## src/rtl/ram16k_bist_pkg.sv

```systemverilog
// Shared definitions for the March-test BIST engine: FSM state encodings and
// element direction constants.
package ram16k_bist_pkg;

    typedef enum logic [2:0] {
        StIdle = 3'd0,
        StM0   = 3'd1,
        StM1   = 3'd2,
        StM2   = 3'd3,
        StM3   = 3'd4,
        StDone = 3'd5
    } state_e;

    localparam logic DirUp   = 1'b0;
    localparam logic DirDown = 1'b1;

    function automatic logic is_march(input state_e s);
        return (s == StM0) || (s == StM1) || (s == StM2) || (s == StM3);
    endfunction

endpackage

```

## src/rtl/bist_addr_counter.sv

```systemverilog
// Address counter for the March elements: counts up or down one step per enable,
// loads 0 or DEPTH-1, and flags the last address of the current direction.
module bist_addr_counter
    import ram16k_bist_pkg::*;
#(
    parameter int AW    = 14,
    parameter int DEPTH = 16384
) (
    input  logic          clk,
    input  logic          rst_n,
    input  logic          i_en,
    input  logic          i_dir,
    input  logic          i_load_zero,
    input  logic          i_load_max,
    output logic [AW-1:0] o_count,
    output logic          o_at_end
);

    localparam logic [AW-1:0] LastAddr = AW'(DEPTH - 1);

    logic [AW-1:0] r_count;

    always_ff @(posedge clk or negedge rst_n) begin
        if (!rst_n) begin
            r_count <= '0;
        end else if (i_load_zero) begin
            r_count <= '0;
        end else if (i_load_max) begin
            r_count <= LastAddr;
        end else if (i_en) begin
            r_count <= (i_dir == DirUp) ? r_count + AW'(1) : r_count - AW'(1);
        end
    end

    assign o_count  = r_count;
    assign o_at_end = (i_dir == DirUp) ? (r_count == LastAddr) : (r_count == '0);

endmodule

```

## src/rtl/ram16k_bist.sv

```systemverilog
// March BIST engine for the RAM16K: four elements (w P; r P w ~P; r ~P w P; r P),
// reporting pass or the first failing address and the data read there.
module ram16k_bist
    import ram16k_bist_pkg::*;
#(
    parameter int W     = 16,
    parameter int AW    = 14,
    parameter int DEPTH = 16384
) (
    input  logic          clk,
    input  logic          rst_n,
    input  logic          i_start,
    input  logic [W-1:0]  i_pattern,
    output logic          o_busy,
    output logic          o_done,
    output logic          o_pass,
    output logic          o_fail,
    output logic [AW-1:0] o_fail_addr,
    output logic [W-1:0]  o_fail_data,
    output logic [W-1:0]  o_ram_in,
    output logic [AW-1:0] o_ram_address,
    output logic          o_ram_load,
    input  logic [W-1:0]  i_ram_out
);

    state_e        r_state;
    state_e        w_state_d;
    logic [W-1:0]  r_pattern;
    logic          r_pass;
    logic          r_fail;
    logic [AW-1:0] r_fail_addr;
    logic [W-1:0]  r_fail_data;

    logic [AW-1:0] w_addr;
    logic          w_at_end;
    logic          w_dir;
    logic          w_cnt_en;
    logic          w_ld_zero;
    logic          w_ld_max;
    logic          w_check;
    logic          w_mismatch;
    logic [W-1:0]  w_expect;
    logic          w_accept;

    bist_addr_counter #(
        .AW    (AW),
        .DEPTH (DEPTH)
    ) u_cnt (
        .clk         (clk),
        .rst_n       (rst_n),
        .i_en        (w_cnt_en),
        .i_dir       (w_dir),
        .i_load_zero (w_ld_zero),
        .i_load_max  (w_ld_max),
        .o_count     (w_addr),
        .o_at_end    (w_at_end)
    );

    assign w_accept = (r_state == StIdle) && i_start;

    // Direction and read expectation of the running element.
    always_comb begin
        w_dir    = DirUp;
        w_expect = r_pattern;
        w_check  = 1'b0;
        case (r_state)
            StM1: w_check = 1'b1;
            StM2: begin
                w_dir    = DirDown;
                w_expect = ~r_pattern;
                w_check  = 1'b1;
            end
            StM3: begin
                w_dir   = DirDown;
                w_check = 1'b1;
            end
            default: ;
        endcase
    end

    assign w_mismatch = w_check && (i_ram_out != w_expect);

    always_ff @(posedge clk or negedge rst_n) begin
        if (!rst_n) begin
            r_state <= StIdle;
        end else begin
            r_state <= w_state_d;
        end
    end

    always_comb begin
        w_state_d = r_state;
        w_cnt_en  = 1'b0;
        w_ld_zero = 1'b0;
        w_ld_max  = 1'b0;
        unique case (r_state)
            StIdle: begin
                if (i_start) begin
                    w_state_d = StM0;
                    w_ld_zero = 1'b1;
                end
            end
            StM0: begin
                if (w_at_end) begin
                    w_state_d = StM1;
                    w_ld_zero = 1'b1;
                end else begin
                    w_cnt_en = 1'b1;
                end
            end
            StM1, StM2: begin
                if (w_mismatch) begin
                    w_state_d = StDone;
                end else if (w_at_end) begin
                    w_state_d = (r_state == StM1) ? StM2 : StM3;
                    w_ld_max  = 1'b1;
                end else begin
                    w_cnt_en = 1'b1;
                end
            end
            StM3: begin
                if (w_mismatch || w_at_end) begin
                    w_state_d = StDone;
                end else begin
                    w_cnt_en = 1'b1;
                end
            end
            StDone:  w_state_d = StIdle;
            default: w_state_d = StIdle;
        endcase
    end

    // Only the first mismatch is recorded: the FSM leaves the check states on it.
    always_ff @(posedge clk or negedge rst_n) begin
        if (!rst_n) begin
            r_pattern   <= '0;
            r_pass      <= 1'b0;
            r_fail      <= 1'b0;
            r_fail_addr <= '0;
            r_fail_data <= '0;
        end else if (w_accept) begin
            r_pattern   <= i_pattern;
            r_pass      <= 1'b0;
            r_fail      <= 1'b0;
            r_fail_addr <= '0;
            r_fail_data <= '0;
        end else if (w_mismatch) begin
            r_fail      <= 1'b1;
            r_fail_addr <= w_addr;
            r_fail_data <= i_ram_out;
        end else if ((r_state == StM3) && w_at_end) begin
            r_pass <= 1'b1;
        end
    end

    always_comb begin
        o_ram_in   = '0;
        o_ram_load = 1'b0;
        case (r_state)
            StM0, StM2: begin
                o_ram_in   = r_pattern;
                o_ram_load = 1'b1;
            end
            StM1: begin
                o_ram_in   = ~r_pattern;
                o_ram_load = 1'b1;
            end
            default: ;
        endcase
    end

    assign o_busy        = is_march(r_state);
    assign o_done        = (r_state == StDone);
    assign o_pass        = r_pass;
    assign o_fail        = r_fail;
    assign o_fail_addr   = r_fail_addr;
    assign o_fail_data   = r_fail_data;
    assign o_ram_address = w_addr;

endmodule
```

## config.mk

```make
export PLATFORM = sky130hd
export DESIGN_NAME = ram16k_bist
export DESIGN_NICKNAME = d
export VERILOG_FILES = /design/src/rtl/ram16k_bist_pkg.sv /design/src/rtl/bist_addr_counter.sv /design/src/rtl/ram16k_bist.sv
export SDC_FILE = /design/constraint.sdc
export NUM_CORES = 1
export LEC_CHECK = 0
export ABC_CLOCK_PERIOD_IN_PS = 4100
export CORE_MARGIN = 3
export CORE_UTILIZATION = 50
export DETAILED_ROUTE_END_ITERATION = 8
export GPL_TIMING_DRIVEN = 0
export PLACE_DENSITY = 0.81
export SLEW_MARGIN = 20
export SYNTH_ARGS = -nofsm -noshare
export SYNTH_HDL_FRONTEND = slang
export SYNTH_HIERARCHICAL = 1
export SYNTH_SLANG_ARGS = --single-unit
```

## constraint.sdc

```tcl
create_clock -name clk -period 4.1 [get_ports clk]
set_clock_uncertainty 0.1 [all_clocks]
set_input_delay 0.615 -clock clk [delete_from_list [all_inputs] [get_ports clk]]
set_output_delay 0.615 -clock clk [all_outputs]
set_load 0.1 [all_outputs]
```

# Yosys cells after proc, flatten, opt, wreduce, memory -nomap -nowiden
# Cells that the tools add are included.
# classes
addsub	2
eq_ne	12
muxes	35
bitwise	1
n_reduce_logical	19
# op_table
cell	n
$mux W14	6
$mux W16	3
$pmux W16 S2	1
$mux W3	6
$mux W1	16
$ne A16 B16 Y1	1
$not A16 Y16	1
$add A14 B1 Y14 const B	1
$eq A14 B14 Y1 const B	1
$logic_not A14 Y1	1
$sub A14 B1 Y14 const B	1
$pmux W3 S4	1
$eq A3 B2 Y1 const B	2
$eq A3 B3 Y1 const B	2
$ne A2 B2 Y1 const B	3
$reduce_or A2 Y1	3
$reduce_or A3 Y1	2
$logic_or A1 B1 Y1	4
$reduce_and A4 Y1	1
$reduce_bool A2 Y1	2
$eq A3 B1 Y1 const B	1
$logic_and A1 B1 Y1	3
$logic_not A3 Y1	1
$ne A3 B3 Y1 const B	1
other kinds (5)	5
# totals
register_bits	65
in_bits	35
output_inout_bits	65
word_cells	76

# Longest topological paths before layout
# Gate-level depths: netlist (run 1).
# depth
ltp_word	10
depth_mapped	13
mapped_depth_nobuf	12

# Modules after synthesis
# Netlist (run 1), hierarchy kept.
# modules_own_cells
mod	instances	cells_per_inst	area_each_um2	seq_area_each_um2
ram16k_bist	1	269	2660.1	1276.2
bist_addr_counter	1	144	1295.0	350.3

# Worst setup path before layout (run 1)
# OpenSTA, ideal clock, no wires.
# synth_path
kind	reg-to-output
startpoint	register r_state[2]
endpoint	output port o_ram_in[11]
arrival_time_ps	3299
required_time_ps	3385
setup_slack_ps	86
path_stages_with_launch	6
n_path_buf	2
cell_sequence	dfrtp_1 -> nand2b_1 -> or2_2 -> clkbuf_1 -> clkbuf_1 -> o21ai_0
# synth_between
elab_chain_len	3
elab_cells_between_ends	5
cone_classes	3 x eq/ne; 1 x mux; 1 x reduce/logical
# synth_lines
item	line	rtl
start: declaration	ram16k_bist.sv:26	state_e r_state;
start signal: assignment	ram16k_bist.sv:85	r_state <= StIdle;
start signal: assignment	ram16k_bist.sv:87	r_state <= w_state_d;
$eq A3 B1 Y1 / $eq A3 B2 Y1 (equally long branches)	ram16k_bist.sv:159	case (r_state)
$reduce_or A2 Y1	ram16k_bist.sv:159	
$pmux W16 S2 (*)	ram16k_bist.sv:159	
end: declaration	ram16k_bist.sv:20	output logic [W-1:0] o_ram_in,
# Mark *: on every way between the ends. The rest lies on a longest branch, timed or not.

# Final worst setup path (run 1)
# layout_path
startpoint	input port i_ram_out[1]
endpoint	register u_cnt.r_count[11], in the netlist u_cnt/o_count[11]
# layout_between
elab_chain_len	6
elab_cells_between_ends	11
cone_classes	1 x eq/ne; 7 x mux; 3 x reduce/logical
# layout_lines
item	line	rtl
start: declaration	ram16k_bist.sv:23	input logic [W-1:0] i_ram_out
$ne A16 B16 Y1 (*)	ram16k_bist.sv:81	assign w_mismatch = w_check && (i_ram_out != w_expect);
$logic_and A1 B1 Y1 (*)	ram16k_bist.sv:81	
$logic_or A1 B1 Y1	ram16k_bist.sv:122	if (w_mismatch || w_at_end) begin
$mux W1	ram16k_bist.sv:122	
$pmux W1 S3 (*)	ram16k_bist.sv:96	unique case (r_state)
net w_cnt_en	ram16k_bist.sv:37	logic w_cnt_en;
$reduce_bool A3 Y1 (no line) (*)	n/a	
end signal: assignment	bist_addr_counter.sv:29	r_count <= LastAddr;
end signal: assignment	bist_addr_counter.sv:31	r_count <= (i_dir == DirUp) ? r_count + AW'(1) : r_count - AW'(1);
end: declaration	bist_addr_counter.sv:21	logic [AW-1:0] r_count;
# Mark *: on every way through the listed nets, which the timed path passes. The rest lies on a longest branch.
# A chain may end at the register's enable or synchronous reset.

==> report_table.html, run 1 <==
<table>
<tr><th>Metric</th><th>Value</th></tr>
<tr><th colspan="2">Status</th></tr>
<tr><td>Result of the run</td><td>completed</td></tr>
<tr><th colspan="2">Timing</th></tr>
<tr><td>Worst Hold Margin</td><td>0.0854 ns</td></tr>
<tr><td>Max-Slew Margin vs Limit</td><td>31.1%</td></tr>
<tr><td>Worst Tran Pin Value</td><td>1.03 ns</td></tr>
<tr><td>TNS Setup</td><td>0 ns</td></tr>
<tr><td>Clock period minus final worst setup slack</td><td>3.90 ns</td></tr>
<tr><td>Final Hold Vio Count</td><td>0</td></tr>
<tr><td>Timing-limited maximum frequency</td><td>256 MHz</td></tr>
<tr><td>Final setup violation count</td><td>0</td></tr>
<tr><td>Setup repair after global routing missed its margin</td><td>no</td></tr>
<tr><td>Fraction of the cycle the final worst path needs</td><td>95.2%</td></tr>
<tr><td>Max Slew Vio Count</td><td>0</td></tr>
<tr><th colspan="2">Power and ir drop</th></tr>
<tr><td>Maximum resistive drop on vdd</td><td>623 µV</td></tr>
<tr><td>Leakage component of the power</td><td>2.33 nW</td></tr>
<tr><td>Power per standard cell area</td><td>637 mW/mm²</td></tr>
<tr><th colspan="2">Cells and area</th></tr>
<tr><td>Util after Layout</td><td>71.1%</td></tr>
<tr><td>Final Net Count</td><td>572</td></tr>
<tr><td>Ratio of cells with drive above 1 in the final layout</td><td>11.0%</td></tr>
<tr><td>Non-filler cells in the finished layout</td><td>627</td></tr>
<tr><td>Area growth from synthesis to layout</td><td>33.9%</td></tr>
<tr><td>Number of diodes added for antenna fixing</td><td>0</td></tr>
<tr><td>Summed area of non-filler cells in the final layout</td><td>0.00530 mm²</td></tr>
<tr><th colspan="2">Logic synthesis</th></tr>
<tr><td>Most instantiated cells after synthesis</td><td>sky130_fd_sc_hd__dfrtp_1 (65), sky130_fd_sc_hd__nand2_1 (58), sky130_fd_sc_hd__inv_1 (33)</td></tr>
<tr><td>Count of warnings emitted by yosys</td><td>6</td></tr>
<tr><td>Most used DFF post-synth</td><td>sky130_fd_sc_hd__dfrtp_1</td></tr>
<tr><td>Count of different cell masters after synthesis</td><td>59</td></tr>
<tr><td>Cell taking the most area after synthesis</td><td>sky130_fd_sc_hd__dfrtp_1</td></tr>
<tr><td>Number of synthesized register bits</td><td>65</td></tr>
<tr><td>Share of async-settable or async-resettable flops after synthesis</td><td>100%</td></tr>
<tr><td>Post-synthesis cell count</td><td>413</td></tr>
<tr><td>Netlist area before placement</td><td>0.00396 mm²</td></tr>
<tr><td>Number of flops mapped to enable cells by yosys</td><td>0</td></tr>
<tr><td>Most common cell in the netlist</td><td>sky130_fd_sc_hd__dfrtp_1</td></tr>
<tr><td>Largest cells by area after synthesis</td><td>sky130_fd_sc_hd__dfrtp_1 (41%), sky130_fd_sc_hd__mux2i_1 (7.6%), sky130_fd_sc_hd__nand2_1 (5.5%)</td></tr>
<tr><td>Portion of the post-synthesis area used by sequential elements</td><td>41.1%</td></tr>
<tr><td>Portion of synthesized cell area occupied by the leading cell type</td><td>41.1%</td></tr>
<tr><td>Syn_nets</td><td>461</td></tr>
<tr><td>Avg Synthesized Cell Area</td><td>9.58 µm²</td></tr>
<tr><th colspan="2">Critical path</th></tr>
<tr><td>CP top delay family</td><td>compound AO/OA/AOI/OAI gates</td></tr>
<tr><td>CP required</td><td>4.20 ns</td></tr>
<tr><td>CP max-delay cell</td><td>sky130_fd_sc_hd__a21oi_1</td></tr>
<tr><td>Highest fanout seen on the critical path</td><td>8</td></tr>
<tr><td>Combined buffer and inverter count along the critical path</td><td>2</td></tr>
<tr><td>Type of origin of the critical path</td><td>primary input</td></tr>
<tr><td>Critical Path AT</td><td>4.01 ns</td></tr>
<tr><td>Type of the worst setup path</td><td>primary input to register</td></tr>
<tr><td>Critical path capture point type</td><td>register</td></tr>
<tr><td>Cells along the critical path</td><td>clkdlybuf4s50_1, xnor2_1, o22ai_1, or3_4, a211oi_4, a21bo_2, a21oi_1, inv_1, nor2_1, and4b_1, nor4_2</td></tr>
<tr><td>Stage delay of the slowest cell on the critical path</td><td>0.49 ns</td></tr>
<tr><th colspan="2">Place</th></tr>
<tr><td>Global placement routability congestion</td><td>0.836</td></tr>
<tr><td>Standard cell area after detailed placement</td><td>0.00509 mm²</td></tr>
<tr><td>Post-placement cell count</td><td>612</td></tr>
<tr><td>DP Wirelength</td><td>7.73 mm</td></tr>
<tr><td>IO buf count</td><td>99</td></tr>
<tr><th colspan="2">CTS</th></tr>
<tr><td>Clk sink count</td><td>65</td></tr>
<tr><td>TritonCTS Buffers</td><td>9</td></tr>
<tr><td>CTS tree</td><td>done</td></tr>
<tr><td>Buffers inserted during post-CTS setup optimization</td><td>0</td></tr>
<tr><td>Master cell of the clock root buffer</td><td>sky130_fd_sc_hd__clkbuf_8</td></tr>
<tr><td>H-Tree Level Count</td><td>3</td></tr>
<tr><td>Bufs on Longest Clock Path</td><td>2</td></tr>
<tr><td>Resized Gates After CTS</td><td>0</td></tr>
<tr><td>Clock insertion delay at the later pin of the skew report</td><td>0.34 ns</td></tr>
<tr><td>Clk pin slew, worst setup/hold paths</td><td>0.07 ns</td></tr>
<tr><td>Number of hold-repair buffers added at the cts stage</td><td>0</td></tr>
<tr><th colspan="2">Worst hold path</th></tr>
<tr><td>Hold crit path type</td><td>primary input to async pin</td></tr>
<tr><th colspan="2">Flow run</th></tr>
<tr><td>Max-capacitance violation count</td><td>0</td></tr>
<tr><th colspan="2">Detailed routing</th></tr>
<tr><td>DRC Markers</td><td>0</td></tr>
<tr><td>Post-route antenna net violation count</td><td>0</td></tr>
<tr><td>Post-DR wirelength/cell</td><td>16.4 µm</td></tr>
<tr><td>Drt pass-1 iters</td><td>4</td></tr>
<tr><td>Total wirelength of the detailed-routed design</td><td>10.3 mm</td></tr>
<tr><td>DR iter-0 viols</td><td>139</td></tr>
<tr><td>Detailed-route vias per instance</td><td>5.51</td></tr>
<tr><td>Via count</td><td>3,456</td></tr>
<tr><th colspan="2">Floorplan</th></tr>
<tr><td>Area enclosed by the die boundary</td><td>0.00901 mm²</td></tr>
<tr><td>Core ar.</td><td>0.00745 mm²</td></tr>
<tr><td>Chip width</td><td>94.9 µm</td></tr>
<tr><td>Effective utilization at floorplan</td><td>53.1%</td></tr>
<tr><td>Number of I/O pins</td><td>100</td></tr>
<tr><td>Height of the chip</td><td>94.9 µm</td></tr>
<tr><td>Number of standard-cell rows in the floorplan</td><td>31</td></tr>
<tr><th colspan="2">Global routing</th></tr>
<tr><td>Global-route usage over all layers</td><td>24.1%</td></tr>
<tr><td>Global-route wire length before repair</td><td>17.0 mm</td></tr>
<tr><td>Vias in the first global route</td><td>3,475</td></tr>
<tr><td>Global route total overflow</td><td>0</td></tr>
<tr><td>Largest net degree at the start of global routing</td><td>39</td></tr>
<tr><td>Initial antenna violation count</td><td>0</td></tr>
</table>
## placed cells by master, fill, tap and decap left out, drive strengths merged, types with 6 or more instances in the layout
| master | synthesis | layout |
|---|---|---|
| nand2 | 58 | 58 |
| clkdlybuf4s50 | 0 | 95 |
| o21ai | 22 | 22 |
| nor3 | 11 | 11 |
| ha | 12 | 12 |
| inv | 33 | 33 |
| dfrtp | 65 | 65 |
| a211oi | 11 | 11 |
| mux2 | 16 | 16 |
| buf | 7 | 9 |
| a21o | 6 | 6 |
| nand4 | 7 | 7 |
| clkbuf | 11 | 23 |
| mux2i | 30 | 30 |
| xor2 | 18 | 18 |
| a21oi | 18 | 18 |
| nor2 | 19 | 19 |
| xnor2 | 9 | 9 |
## where the power goes
| part | internal (mW) | leakage [nW] | switching [mW] | total, mW |
|---|---|---|---|---|
| logic | 0.516 | 1.40 | 1.36 | 1.88 |
| clock network | 0.309 | 0.102 | 0.235 | 0.544 |
| registers | 0.773 | 0.836 | 0.182 | 0.955 |
| total | 1.60 | 2.33 | 1.78 | 3.38 |
## sequential cells by signal (all words and copies together), names as in the netlist
name           cells
o_fail_addr       14
o_fail_data       16
o_fail             1
r_state            3
u_cnt/o_count     14
o_pass             1
r_pattern         16
## through the flow
step | setup slack, ns | power (mW)
2_1_floorplan | 0.0863 | 2.37
3_3_place_gp | -0.0164 | 2.80
3_5_place_dp | -0.0830 | 2.84
4_1_cts | 0.178 | 3.39
5_1_grt | 0.00542 | 3.53
6_report | 0.197 | 3.38
## layer usage
| layer | global-route usage [%] | vias to the layer above | share of wire (%) |
|---|---|---|---|
| met4 | 7.21 | 0 | 1.1 |
| met2 | 41.2 | 93 | 51 |
| li1 | - | 1659 | - |
| met5 | 0 | - | 0 |
| met3 | 3.75 | 12 | 5.0 |
| met1 | 31.4 | 1692 | 43 |
## layout make-up
type	instances	area, µm²
inverters	33	124
well taps	99	124
clock buffers	12	155
multi-input cells	297	2120
fillers	596	2150
flip-flops and latches	65	1630
plain buffers	18	92.6
clock inverters	3	40.0
repair buffers	100	1020
## cell families after synthesis
logic type / share of synthesized area [%]
AO/OA/AOI/OAI: 14.0
XOR/XNOR: 5.98
adder cells (fa/ha/maj): 4.30
buffers and inverters: 5.47
flip-flops: 41.1
multiplexers: 12.1
AND/OR/NAND/NOR: 17.0
## path summary, 6_finish.rpt
kind	start	end	slack, ns	depth (start not counted)
worst min register to register	o_pass$_DFFE_PN0P_	o_pass$_DFFE_PN0P_	0.39	2
worst max register to register	r_state[0]$_DFFE_PN0P_	u_cnt/o_count[11]$_DFFE_PN0P_	0.32	12
worst min-delay path	rst_n	r_pattern[10]$_DFFE_PN0P_	0.09	1
max in group asynchronous	rst_n	r_state[0]$_DFFE_PN0P_	3.28	2
min in group clk	o_pass$_DFFE_PN0P_	o_pass$_DFFE_PN0P_	0.39	2
worst max-delay path	i_ram_out[1]	u_cnt/o_count[11]$_DFFE_PN0P_	0.20	11
Note: power is estimated with default switching activity, not from simulation.
==> run 2: changes to the inputs <==
--- a/config.mk
+++ b/config.mk
@@ -6,12 +6,10 @@
 export NUM_CORES = 1
 export LEC_CHECK = 0
 export ABC_CLOCK_PERIOD_IN_PS = 4100
-export CORE_MARGIN = 3
 export CORE_UTILIZATION = 50
 export DETAILED_ROUTE_END_ITERATION = 8
 export GPL_TIMING_DRIVEN = 0
 export PLACE_DENSITY = 0.81
-export SLEW_MARGIN = 20
 export SYNTH_ARGS = -nofsm -noshare
 export SYNTH_HDL_FRONTEND = slang
 export SYNTH_HIERARCHICAL = 1
==> run 2 against run 1 <==
  * Critical path depth is 4 lower
  * Highest routed layer unchanged
  * Register-to-register slack better by 0.19 ns
  * Die area is 8.2% lower
  * Fmax is 0.53% higher
  * Worst hold slack better by 0.16 ns
  * Critical path type is now register to output pin
  * Clock power is 2% lower
  * Flip-flop and latch count stayed put
  * Critical endpoint is now o_ram_in[10]
==> report_table.html, run 2 (synthesis results as in run 1) <==
<table>
<tr><th>Metric</th><th>Value</th></tr>
<tr><th colspan="2">Status</th></tr>
<tr><td>Result of the run</td><td>completed</td></tr>
<tr><th colspan="2">Critical path</th></tr>
<tr><td>Cells along the critical path</td><td>buf_2, nor2b_1, clkbuf_1, clkbuf_1, nand2_1, o21ai_1, clkdlybuf4s50_1</td></tr>
<tr><td>Highest fanout seen on the critical path</td><td>10</td></tr>
<tr><td>Critical Path AT</td><td>3.17 ns</td></tr>
<tr><td>Type of origin of the critical path</td><td>register</td></tr>
<tr><td>Critical path's most frequent cell</td><td>sky130_fd_sc_hd__clkbuf_1</td></tr>
<tr><td>Critical path capture point type</td><td>output pin</td></tr>
<tr><td>CP required</td><td>3.38 ns</td></tr>
<tr><td>Stage delay of the slowest cell on the critical path</td><td>1.16 ns</td></tr>
<tr><td>Setup slack of the worst register-to-register path</td><td>0.51 ns</td></tr>
<tr><td>Type of the worst setup path</td><td>register to output pin</td></tr>
<tr><td>CP max-delay cell</td><td>sky130_fd_sc_hd__clkdlybuf4s50_1</td></tr>
<tr><th colspan="2">Floorplan</th></tr>
<tr><td>Number of I/O pins</td><td>100</td></tr>
<tr><td>Number of standard-cell rows in the floorplan</td><td>32</td></tr>
<tr><td>Area enclosed by the die boundary</td><td>0.00827 mm²</td></tr>
<tr><td>Height of the chip</td><td>90.9 µm</td></tr>
<tr><td>Effective utilization at floorplan</td><td>51.4%</td></tr>
<tr><td>Chip width</td><td>90.9 µm</td></tr>
<tr><td>Core ar.</td><td>0.00769 mm²</td></tr>
<tr><th colspan="2">Detailed routing</th></tr>
<tr><td>Total wirelength of the detailed-routed design</td><td>9.79 mm</td></tr>
<tr><td>Post-DR wirelength/cell</td><td>15.5 µm</td></tr>
<tr><td>DRC Markers</td><td>0</td></tr>
<tr><td>Via count</td><td>3,448</td></tr>
<tr><td>DR iter-0 viols</td><td>162</td></tr>
<tr><td>Drt pass-1 iters</td><td>4</td></tr>
<tr><td>Detailed-route vias per instance</td><td>5.47</td></tr>
<tr><td>Post-route antenna net violation count</td><td>0</td></tr>
<tr><th colspan="2">Cells and area</th></tr>
<tr><td>Most common library cell in the layout ignoring fill and taps</td><td>sky130_fd_sc_hd__clkdlybuf4s50_1</td></tr>
<tr><td>Final Net Count</td><td>571</td></tr>
<tr><td>Ratio of cells with drive above 1 in the final layout</td><td>10.4%</td></tr>
<tr><td>Number of diodes added for antenna fixing</td><td>0</td></tr>
<tr><td>Summed area of non-filler cells in the final layout</td><td>0.00526 mm²</td></tr>
<tr><td>Non-filler cells in the finished layout</td><td>630</td></tr>
<tr><td>Leading cell types in the layout, fill and taps excluded</td><td>sky130_fd_sc_hd__clkdlybuf4s50_1 (98), sky130_fd_sc_hd__dfrtp_1 (65), sky130_fd_sc_hd__nand2_1 (57)</td></tr>
<tr><td>Area growth from synthesis to layout</td><td>33.1%</td></tr>
<tr><th colspan="2">Power and ir drop</th></tr>
<tr><td>Leakage component of the power</td><td>2.29 nW</td></tr>
<tr><td>Maximum resistive drop on vdd</td><td>568 µV</td></tr>
<tr><td>Seq pwr share</td><td>28.5%</td></tr>
<tr><td>Sum of internal, switching and leakage power</td><td>3.36 mW</td></tr>
<tr><td>Sw Ratio</td><td>52.9%</td></tr>
<tr><td>Switching power</td><td>1.78 mW</td></tr>
<tr><td>Cell-internal power</td><td>1.58 mW</td></tr>
<tr><td>Power per standard cell area</td><td>638 mW/mm²</td></tr>
<tr><td>Combinational fraction of design power</td><td>55.5%</td></tr>
<tr><td>Clock network fraction of total power</td><td>15.9%</td></tr>
<tr><th colspan="2">CTS</th></tr>
<tr><td>H-Tree Level Count</td><td>3</td></tr>
<tr><td>Buffers inserted during post-CTS setup optimization</td><td>0</td></tr>
<tr><td>Resized Gates After CTS</td><td>0</td></tr>
<tr><td>Clock insertion delay at the later pin of the skew report</td><td>0.35 ns</td></tr>
<tr><td>Master cell of the clock root buffer</td><td>sky130_fd_sc_hd__clkbuf_8</td></tr>
<tr><td>TritonCTS Buffers</td><td>9</td></tr>
<tr><td>CTS tree</td><td>done</td></tr>
<tr><td>Number of hold-repair buffers added at the cts stage</td><td>0</td></tr>
<tr><td>Clk sink count</td><td>65</td></tr>
<tr><td>Bufs on Longest Clock Path</td><td>2</td></tr>
<tr><td>Clk pin slew, worst setup/hold paths</td><td>0.07 ns</td></tr>
<tr><th colspan="2">Timing</th></tr>
<tr><td>Final Hold Vio Count</td><td>0</td></tr>
<tr><td>Worst Tran Pin Value</td><td>1.01 ns</td></tr>
<tr><td>Clock period minus final worst setup slack</td><td>3.88 ns</td></tr>
<tr><td>Timing-limited maximum frequency</td><td>258 MHz</td></tr>
<tr><td>Fraction of the cycle the final worst path needs</td><td>94.7%</td></tr>
<tr><td>Setup repair after global routing missed its margin</td><td>no</td></tr>
<tr><td>TNS Setup</td><td>0 ns</td></tr>
<tr><td>Max Slew Vio Count</td><td>0</td></tr>
<tr><td>Max-Slew Margin vs Limit</td><td>32.3%</td></tr>
<tr><td>Final setup violation count</td><td>0</td></tr>
<tr><th colspan="2">Flow run</th></tr>
<tr><td>Max-capacitance violation count</td><td>0</td></tr>
<tr><th colspan="2">Global routing</th></tr>
<tr><td>Initial antenna violation count</td><td>0</td></tr>
<tr><td>Vias in the first global route</td><td>3,386</td></tr>
<tr><td>Global-route wire length before repair</td><td>16.2 mm</td></tr>
<tr><td>Global route total overflow</td><td>0</td></tr>
<tr><td>Global-route usage over all layers</td><td>24.7%</td></tr>
<tr><td>Largest net degree at the start of global routing</td><td>66</td></tr>
<tr><th colspan="2">Place</th></tr>
<tr><td>DP Wirelength</td><td>7.34 mm</td></tr>
<tr><td>Post-placement cell count</td><td>614</td></tr>
<tr><td>IO buf count</td><td>99</td></tr>
<tr><td>Standard cell area after detailed placement</td><td>0.00507 mm²</td></tr>
<tr><td>Global placement routability congestion</td><td>0.851</td></tr>
<tr><th colspan="2">Worst hold path</th></tr>
<tr><td>Hold crit path type</td><td>primary input to async pin</td></tr>
</table>
[run 2: cell types whose count changed in the layout (fill, tap and decap cells not counted), sizes merged]
cell / delta
buf: -1
clkbuf: +1
clkdlybuf4s50: +3
dlymetal6s2s: -3
[run 2: critical path, delay by kind of cell (launching register included)]
family                 cells  cell delay, ns
AO/OA/AOI/OAI              1            0.12
AND/OR/NAND/NOR            2            0.25
buffers and inverters      4            2.12
flip-flops                 1            0.32
[run 2: metrics by stage]
| stage | utilization (%) | hold slack, ns | worst slack, ns |
|---|---|---|---|
| 6_report | 68.5 | 0.249 | 0.217 |
| 5_1_grt | 68.5 | 0.337 | 0.0266 |
| 4_1_cts | 68.4 | 0.293 | 0.229 |
| 3_5_place_dp | 66.0 | 0.388 | 0.0868 |
| 3_3_place_gp | 66.0 | 0.376 | 0.0904 |
| 2_1_floorplan | - | 0.219 | 0.0863 |
[run 2: layer usage]
layer / wire [µm] / global-route usage [%]
met5: 0 / 0
met4: 153 / 8.60
met3: 454 / 3.94
met2: 4850 / 43.7
met1: 4330 / 30.6
[run 2: area by class of cell]
type,count,area (µm²)
clock buffers,13,149
multi-input cells,297,2110
fillers,631,2420
plain buffers,18,92.6
repair buffers,99,988
inverters,33,124
clock inverters,3,40.0
flip-flops and latches,65,1630
well taps,102,128
[run 2: worst paths after layout]
check | from | end | cells after the start
max | r_state[0]$_DFFE_PN0P_ | o_ram_in[10] | 7
min | rst_n | o_fail_data[5]$_DFFE_PN0P_ | 1
max reg2reg | r_state[2]$_DFFE_PN0P_ | u_cnt/o_count[0]$_DFFE_PN0P_ | 10
min reg2reg | o_fail$_DFFE_PN0P_ | o_fail$_DFFE_PN0P_ | 1
max in group asynchronous | rst_n | r_pattern[1]$_DFFE_PN0P_ | 1
min in group clk | o_fail$_DFFE_PN0P_ | o_fail$_DFFE_PN0P_ | 1
[run 2: power groups by stage]
stage	Clock, mW	Combinational, mW	Sequential [mW]
after floorplan	0	0.928	1.45
after global placement	0	1.84	0.962
after detailed placement	0	1.86	0.968
after CTS	0.540	1.87	0.958
after global routing	0.566	1.95	0.983
final	0.535	1.86	0.958
